**src/rtl/ff_excitation_driver_pkg.sv**
```systemverilog
// Shared encodings for the flip-flop excitation driver: flip-flop type selects
// and the transaction FSM states.
package ff_excitation_driver_pkg;

    localparam int unsigned MODE_W = 2;

    localparam logic [MODE_W-1:0] MODE_SR = 2'd0;
    localparam logic [MODE_W-1:0] MODE_JK = 2'd1;
    localparam logic [MODE_W-1:0] MODE_D  = 2'd2;
    localparam logic [MODE_W-1:0] MODE_T  = 2'd3;

    typedef enum logic [1:0] {
        IDLE   = 2'd0,
        EXCITE = 2'd1,
        VERIFY = 2'd2
    } state_e;

endpackage

```
**src/rtl/ff_core.sv**
```systemverilog
// One-bit universal flip-flop: applies the characteristic equation of the
// selected flip-flop type when enabled.
module ff_core
    import ff_excitation_driver_pkg::*;
(
    input  logic              clk,
    input  logic              rst_n,
    input  logic [MODE_W-1:0] mode_i,
    input  logic              en_i,
    input  logic              s_i,
    input  logic              r_i,
    input  logic              j_i,
    input  logic              k_i,
    input  logic              d_i,
    input  logic              t_i,
    output logic              q_o
);

    logic q_q;
    logic q_d;

    always_comb begin
        q_d = q_q;
        case (mode_i)
            MODE_SR: q_d = s_i | (~r_i & q_q);
            MODE_JK: q_d = (j_i & ~q_q) | (~k_i & q_q);
            MODE_D:  q_d = d_i;
            default: q_d = t_i ^ q_q;
        endcase
    end

    always_ff @(posedge clk or negedge rst_n) begin
        if (!rst_n) begin
            q_q <= 1'b0;
        end else if (en_i) begin
            q_q <= q_d;
        end
    end

    assign q_o = q_q;

endmodule

```
**src/rtl/ff_excitation_driver.sv**
```systemverilog
// Maps a requested next state to SR/JK/D/T excitations, drives a per-bit
// flip-flop core with the selected one and checks that the core reached it.
module ff_excitation_driver
    import ff_excitation_driver_pkg::*;
#(
    parameter int unsigned WIDTH = 4,
    parameter int unsigned CNT_W = 8
) (
    input  logic              clk,
    input  logic              rst_n,
    input  logic [MODE_W-1:0] mode_i,
    input  logic [WIDTH-1:0]  target_i,
    input  logic              inject_i,
    input  logic              in_valid_i,
    output logic              in_ready_o,
    output logic [WIDTH-1:0]  s_o,
    output logic [WIDTH-1:0]  r_o,
    output logic [WIDTH-1:0]  j_o,
    output logic [WIDTH-1:0]  k_o,
    output logic [WIDTH-1:0]  d_o,
    output logic [WIDTH-1:0]  t_o,
    output logic [WIDTH-1:0]  q_o,
    output logic              out_valid_o,
    output logic              match_o,
    output logic [CNT_W-1:0]  mismatch_cnt_o
);

    state_e            state_q;
    logic              ready_q;
    logic [MODE_W-1:0] mode_q;
    logic [WIDTH-1:0]  target_q;
    logic              inject_q;
    logic [WIDTH-1:0]  s_q, r_q, j_q, k_q, d_q, t_q;
    logic              out_valid_q;
    logic              match_q;
    logic [CNT_W-1:0]  cnt_q;

    logic [WIDTH-1:0]  q_w;
    logic [WIDTH-1:0]  s_d, r_d, j_d, k_d, d_d, t_d;
    logic [WIDTH-1:0]  inj_mask;
    logic              excite_c;

    // Excitation tables with don't-cares resolved to 0, so S=R=1 never appears.
    always_comb begin
        s_d      = ~q_w & target_q;
        r_d      = q_w & ~target_q;
        j_d      = ~q_w & target_q;
        k_d      = q_w & ~target_q;
        d_d      = target_q;
        t_d      = q_w ^ target_q;
        inj_mask = WIDTH'(inject_q);
    end

    assign excite_c = (state_q == EXCITE);

    // Injection corrupts only what the core sees; the published excitations stay clean.
    for (genvar b = 0; b < WIDTH; b++) begin : g_bit
        ff_core u_core (
            .clk    (clk),
            .rst_n  (rst_n),
            .mode_i (mode_q),
            .en_i   (excite_c),
            .s_i    (s_d[b] ^ inj_mask[b]),
            .r_i    (r_d[b]),
            .j_i    (j_d[b] ^ inj_mask[b]),
            .k_i    (k_d[b]),
            .d_i    (d_d[b] ^ inj_mask[b]),
            .t_i    (t_d[b] ^ inj_mask[b]),
            .q_o    (q_w[b])
        );
    end

    always_ff @(posedge clk or negedge rst_n) begin
        if (!rst_n) begin
            state_q     <= IDLE;
            ready_q     <= 1'b0;
            mode_q      <= MODE_SR;
            target_q    <= '0;
            inject_q    <= 1'b0;
            s_q         <= '0;
            r_q         <= '0;
            j_q         <= '0;
            k_q         <= '0;
            d_q         <= '0;
            t_q         <= '0;
            out_valid_q <= 1'b0;
            match_q     <= 1'b0;
            cnt_q       <= '0;
        end else begin
            out_valid_q <= 1'b0;
            case (state_q)
                IDLE: begin
                    ready_q <= 1'b1;
                    if (in_valid_i && ready_q) begin
                        mode_q   <= mode_i;
                        target_q <= target_i;
                        inject_q <= inject_i;
                        ready_q  <= 1'b0;
                        state_q  <= EXCITE;
                    end
                end
                EXCITE: begin
                    s_q     <= s_d;
                    r_q     <= r_d;
                    j_q     <= j_d;
                    k_q     <= k_d;
                    d_q     <= d_d;
                    t_q     <= t_d;
                    state_q <= VERIFY;
                end
                VERIFY: begin
                    out_valid_q <= 1'b1;
                    match_q     <= (q_w == target_q);
                    if ((q_w != target_q) && !(&cnt_q)) begin
                        cnt_q <= cnt_q + CNT_W'(1);
                    end
                    ready_q <= 1'b1;
                    state_q <= IDLE;
                end
                default: begin
                    ready_q <= 1'b0;
                    state_q <= IDLE;
                end
            endcase
        end
    end

    assign in_ready_o     = ready_q;
    assign s_o            = s_q;
    assign r_o            = r_q;
    assign j_o            = j_q;
    assign k_o            = k_q;
    assign d_o            = d_q;
    assign t_o            = t_q;
    assign q_o            = q_w;
    assign out_valid_o    = out_valid_q;
    assign match_o        = match_q;
    assign mismatch_cnt_o = cnt_q;

endmodule

```
**config.mk**
```make
export PLATFORM = sky130hd
export DESIGN_NAME = ff_excitation_driver
export DESIGN_NICKNAME = d
export VERILOG_FILES = /design/src/rtl/ff_excitation_driver_pkg.sv /design/src/rtl/ff_core.sv /design/src/rtl/ff_excitation_driver.sv
export SDC_FILE = /design/constraint.sdc
export NUM_CORES = 1
export LEC_CHECK = 0
export BUFFER_PORTS_ARGS = -buffer_cell sky130_fd_sc_hd__buf_2
export CELL_PAD_IN_SITES_DETAIL_PLACEMENT = 0
export CELL_PAD_IN_SITES_GLOBAL_PLACEMENT = 1
export CORE_MARGIN = 2
export CORE_UTILIZATION = 44
export CTS_CLUSTER_SIZE = 14
export DETAILED_ROUTE_END_ITERATION = 7
export HOLD_SLACK_MARGIN = 0.05
export PLACE_DENSITY = 0.89
export SETUP_SLACK_MARGIN = 0.02
export SKIP_CTS_REPAIR_TIMING = 1
export SYNTH_ARGS = -nofsm -noshare
export SYNTH_HDL_FRONTEND = slang
export SYNTH_HIERARCHICAL = 1
export SYNTH_SLANG_ARGS = --single-unit
```
**constraint.sdc**
```tcl
create_clock -name clk -period 3.3 [get_ports clk]
set_input_delay 0.165 -clock clk [delete_from_list [all_inputs] [get_ports clk]]
set_output_delay 0.165 -clock clk [all_outputs]
set_load 0.02 [all_outputs]
```
==> flow_metrics.py <==
metrics = {
    "timing": {
        "hold_violations": 13,
        "slew_violations": 0,
        "fmax_ghz": 0.510,
        "finalClockSkew_ns": 0.00653,
        "relSlewSlack_pct": 42.1,
        "fin_crit_sh_pct": 59.4,
        "post-route-min-period_ns": 1.96,
        "worst_pin_slew_ns": 0.868,
        "final.setup.tns_ns": 0,
        "rsz0062_at_grt": "no",
        "whs_ns": -0.0163,
        "finalSetupViolCount": 0,
    },
    "final_layout": {
        "area_delta_synth_final_pct": 15.3,
        "multi_input_area_sq_um": 960,
        "diodes": 0,
        "nets": 275,
        "drive_gt1_share_pct": 30.7,
        "final_cells": 311,
        "regArea_sq_mm": 0.00100,
        "fin_util_pct": 52.0,
        "fillers": 443,
    },
    "synth": {
        "ys_types": 34,
        "ys_top_cells_by_area": "dfrtp_1, nand2_1, ha_1, o21ai_0, a221o_1",
        "synthTopCellsByCount": "nand2_1, dfrtp_1, inv_1, o21ai_0",
        "yosys.area.top_type": "dfrtp_1",
        "asyncSetResetFlopFracSynth_pct": 100,
        "synthCells": 212,
        "ys.flop_type": "dfrtp_1",
        "synth_area_sq_mm": 0.00211,
        "netlist.area_leader.share_pct": 47.3,
        "ys_seq_area_share_pct": 47.3,
        "syn_area_per_cell_sq_um": 9.97,
        "yosysMostFrequentCell": "nand2_1",
        "ys_ff_latch": 40,
        "syn_nets": 231,
        "yosysWarnings": 6,
        "synth_edf_count": 0,
    },
    "power": {
        "pwr-share-clk_pct": 13.4,
        "comb_power_share_pct": 49.1,
        "swShare_pct": 44.3,
        "p_int_mw": 1.37,
        "max-vdd-ir-drop_v": 0.000501,
        "p_sw_mw": 1.09,
        "p_leak_nw": 1.30,
        "power_density_mw_per_mm2": 1010,
        "power_frac_seq_pct": 37.6,
    },
    "floorplanning": {
        "die_w_um": 73.3,
        "start_util_pct": 45.1,
        "pin_count": 49,
        "core.rowCount": 25,
        "die_area_sq_mm": 0.00538,
        "core_area_sq_mm": 0.00469,
        "die_y_um": 73.3,
    },
    "clock_network": {
        "clockRootBuffer": "clkbuf_8",
        "clock_latency_ns": 0.29,
        "clockBufferDepth": 2,
        "clkTransAtPathRegs_ns": 0.07,
        "cts_tree": "done",
        "clkSinkCount": 40,
        "htreeDepth": 2,
        "numCtsBuffers": 5,
    },
    "grt": {
        "overflow": 0,
        "antenna_found_initial": 0,
        "grt_pass1_wl_um": 6290,
        "grt_use_total_pct": 15.3,
        "grt_max_degree": 41,
        "grt_pass1_vias": 1373,
    },
    "routing": {
        "drtIter0Drc": 81,
        "firstDrtPassIters": 5,
        "route.detailed.drc": 0,
        "ant_nets": 0,
        "avgRoutedWirePerCell_um": 12.2,
        "drt-vias-per-instance": 4.91,
        "routed_wl_um": 3800,
        "vias": 1528,
    },
    "critical_path": {
        "cp-end-kind": "register",
        "required_ns": 3.47,
        "crit_path_max_fanout": 26,
        "reg2reg_setup_slack_ns": 1.34,
        "crit_end": "g_bit[0].u_core/q_o",
        "worst_r2r_startpoint": "state_q[1]",
        "worstRegToRegCells": 5,
        "cp.arrival_ns": 2.13,
        "startpoint_type": "register",
        "critPathMaxStageDelay_ns": 0.46,
        "startpoint": "state_q[1]",
        "crit_path_cell_trace": "nand2b_1, buf_4, clkinv_1, nor2b_1, a221o_1",
        "worstSetupPathType": "register to register",
        "r2r_end": "g_bit[0].u_core/q_o",
        "cp_slowest_cell": "clkinv_1",
    },
    "placement": {
        "io_buffer_count": 48,
        "place_inst": 303,
        "globalplace.congestion": 0.778,
        "place_hpwl_um": 2760,
    },
    "status": {
        "status": "finished, violations left",
        "violations": "negative hold slack",
    },
    "min_path": {
        "hp-class": "input pin to asynchronous set/reset pin",
    },
    "run": {
        "max_cap_violations": 0,
    },
}
==> how the worst min path moves through the flow <==
stage               start      to
global placement    rst_n  d_o[1]
global route        rst_n  d_o[1]
finish              rst_n  d_o[1]
detailed placement  rst_n  d_o[1]
CTS                 rst_n  d_o[1]
floorplan           rst_n  d_d[0]
==> cells in the final DEF, fill, tap and decap left out, drive strengths merged, types with 3 or more instances in the layout <==
cell / synthesis / final
nand2: 51 / 51
buf: 11 / 49
dfrtp: 40 / 40
inv: 17 / 17
o21ai: 17 / 17
ha: 9 / 9
a221o: 8 / 8
clkbuf: 1 / 8
mux2: 7 / 7
nand2b: 7 / 7
xor2: 5 / 5
a21oi: 5 / 5
mux2i: 4 / 4
and3b: 4 / 4
nor2b: 4 / 4
nand3b: 4 / 4
nand3: 3 / 3
nand4: 3 / 3
nor3: 3 / 3
==> kinds of logic after synthesis <==
logic type	after synthesis	synth area share, %
multiplexers	11	5.80
flip-flops	40	47.3
buffers and inverters	31	7.28
AND/OR/NAND/NOR	84	22.4
AO/OA/AOI/OAI	30	8.99
adder cells (fa/ha/maj)	9	5.33
XOR/XNOR	7	2.90
==> worst max-delay path: cells and delay by family, from the launching register on <==
kind / cells / cell delay (ns)
buf+inv: 2 / 0.72
simple gates: 2 / 0.41
flops: 1 / 0.39
compound gates: 1 / 0.33
==> registers in the layout (all words and copies together) (netlist names) <==
name and count:
mismatch_cnt_o 8, mode_q 2, d_o 4, t_o 4, g_bit.u_core/q_o 4, out_valid_o 1, inject_q 1, d_d 4
state_q 2, s_o 4, match_o 1, in_ready_o 1, r_o 4
==> through the flow <==
step                power, mW  cell area (sq um)  setup slack (ns)
CTS                      2.49               2440              1.33
detailed placement       2.15               2350              1.34
global placement         2.12               2350              1.38
global route             2.66               2440              1.18
floorplan                1.84               2110              1.52
finish                   2.45               2440              1.34
==> final cells by class <==
cell class	instances	share of cell area, %
timing repair buffer	49	10.2
sequential	40	41.0
inverter	19	2.98
tap	54	2.77
clock buffer	8	3.69
multi-input combinational	141	39.4
==> routing by layer <==
layer	share of wire [%]	wire, um	GRT usage (%)
met1	47	1800	19.9
met2	48	1820	24.0
met3	3.3	126	4.80
met4	1.7	63	5.45
met5	0	0	0
==> power groups by stage <==
stage	registers [mW]	clock network [mW]	logic [mW]
2_1_floorplan	1.07	0	0.771
3_3_place_gp	0.929	0	1.19
3_5_place_dp	0.934	0	1.21
4_1_cts	0.925	0.343	1.22
5_1_grt	0.957	0.367	1.34
6_report	0.921	0.328	1.20
No activity file was read; power rests on OpenSTA's default activity.
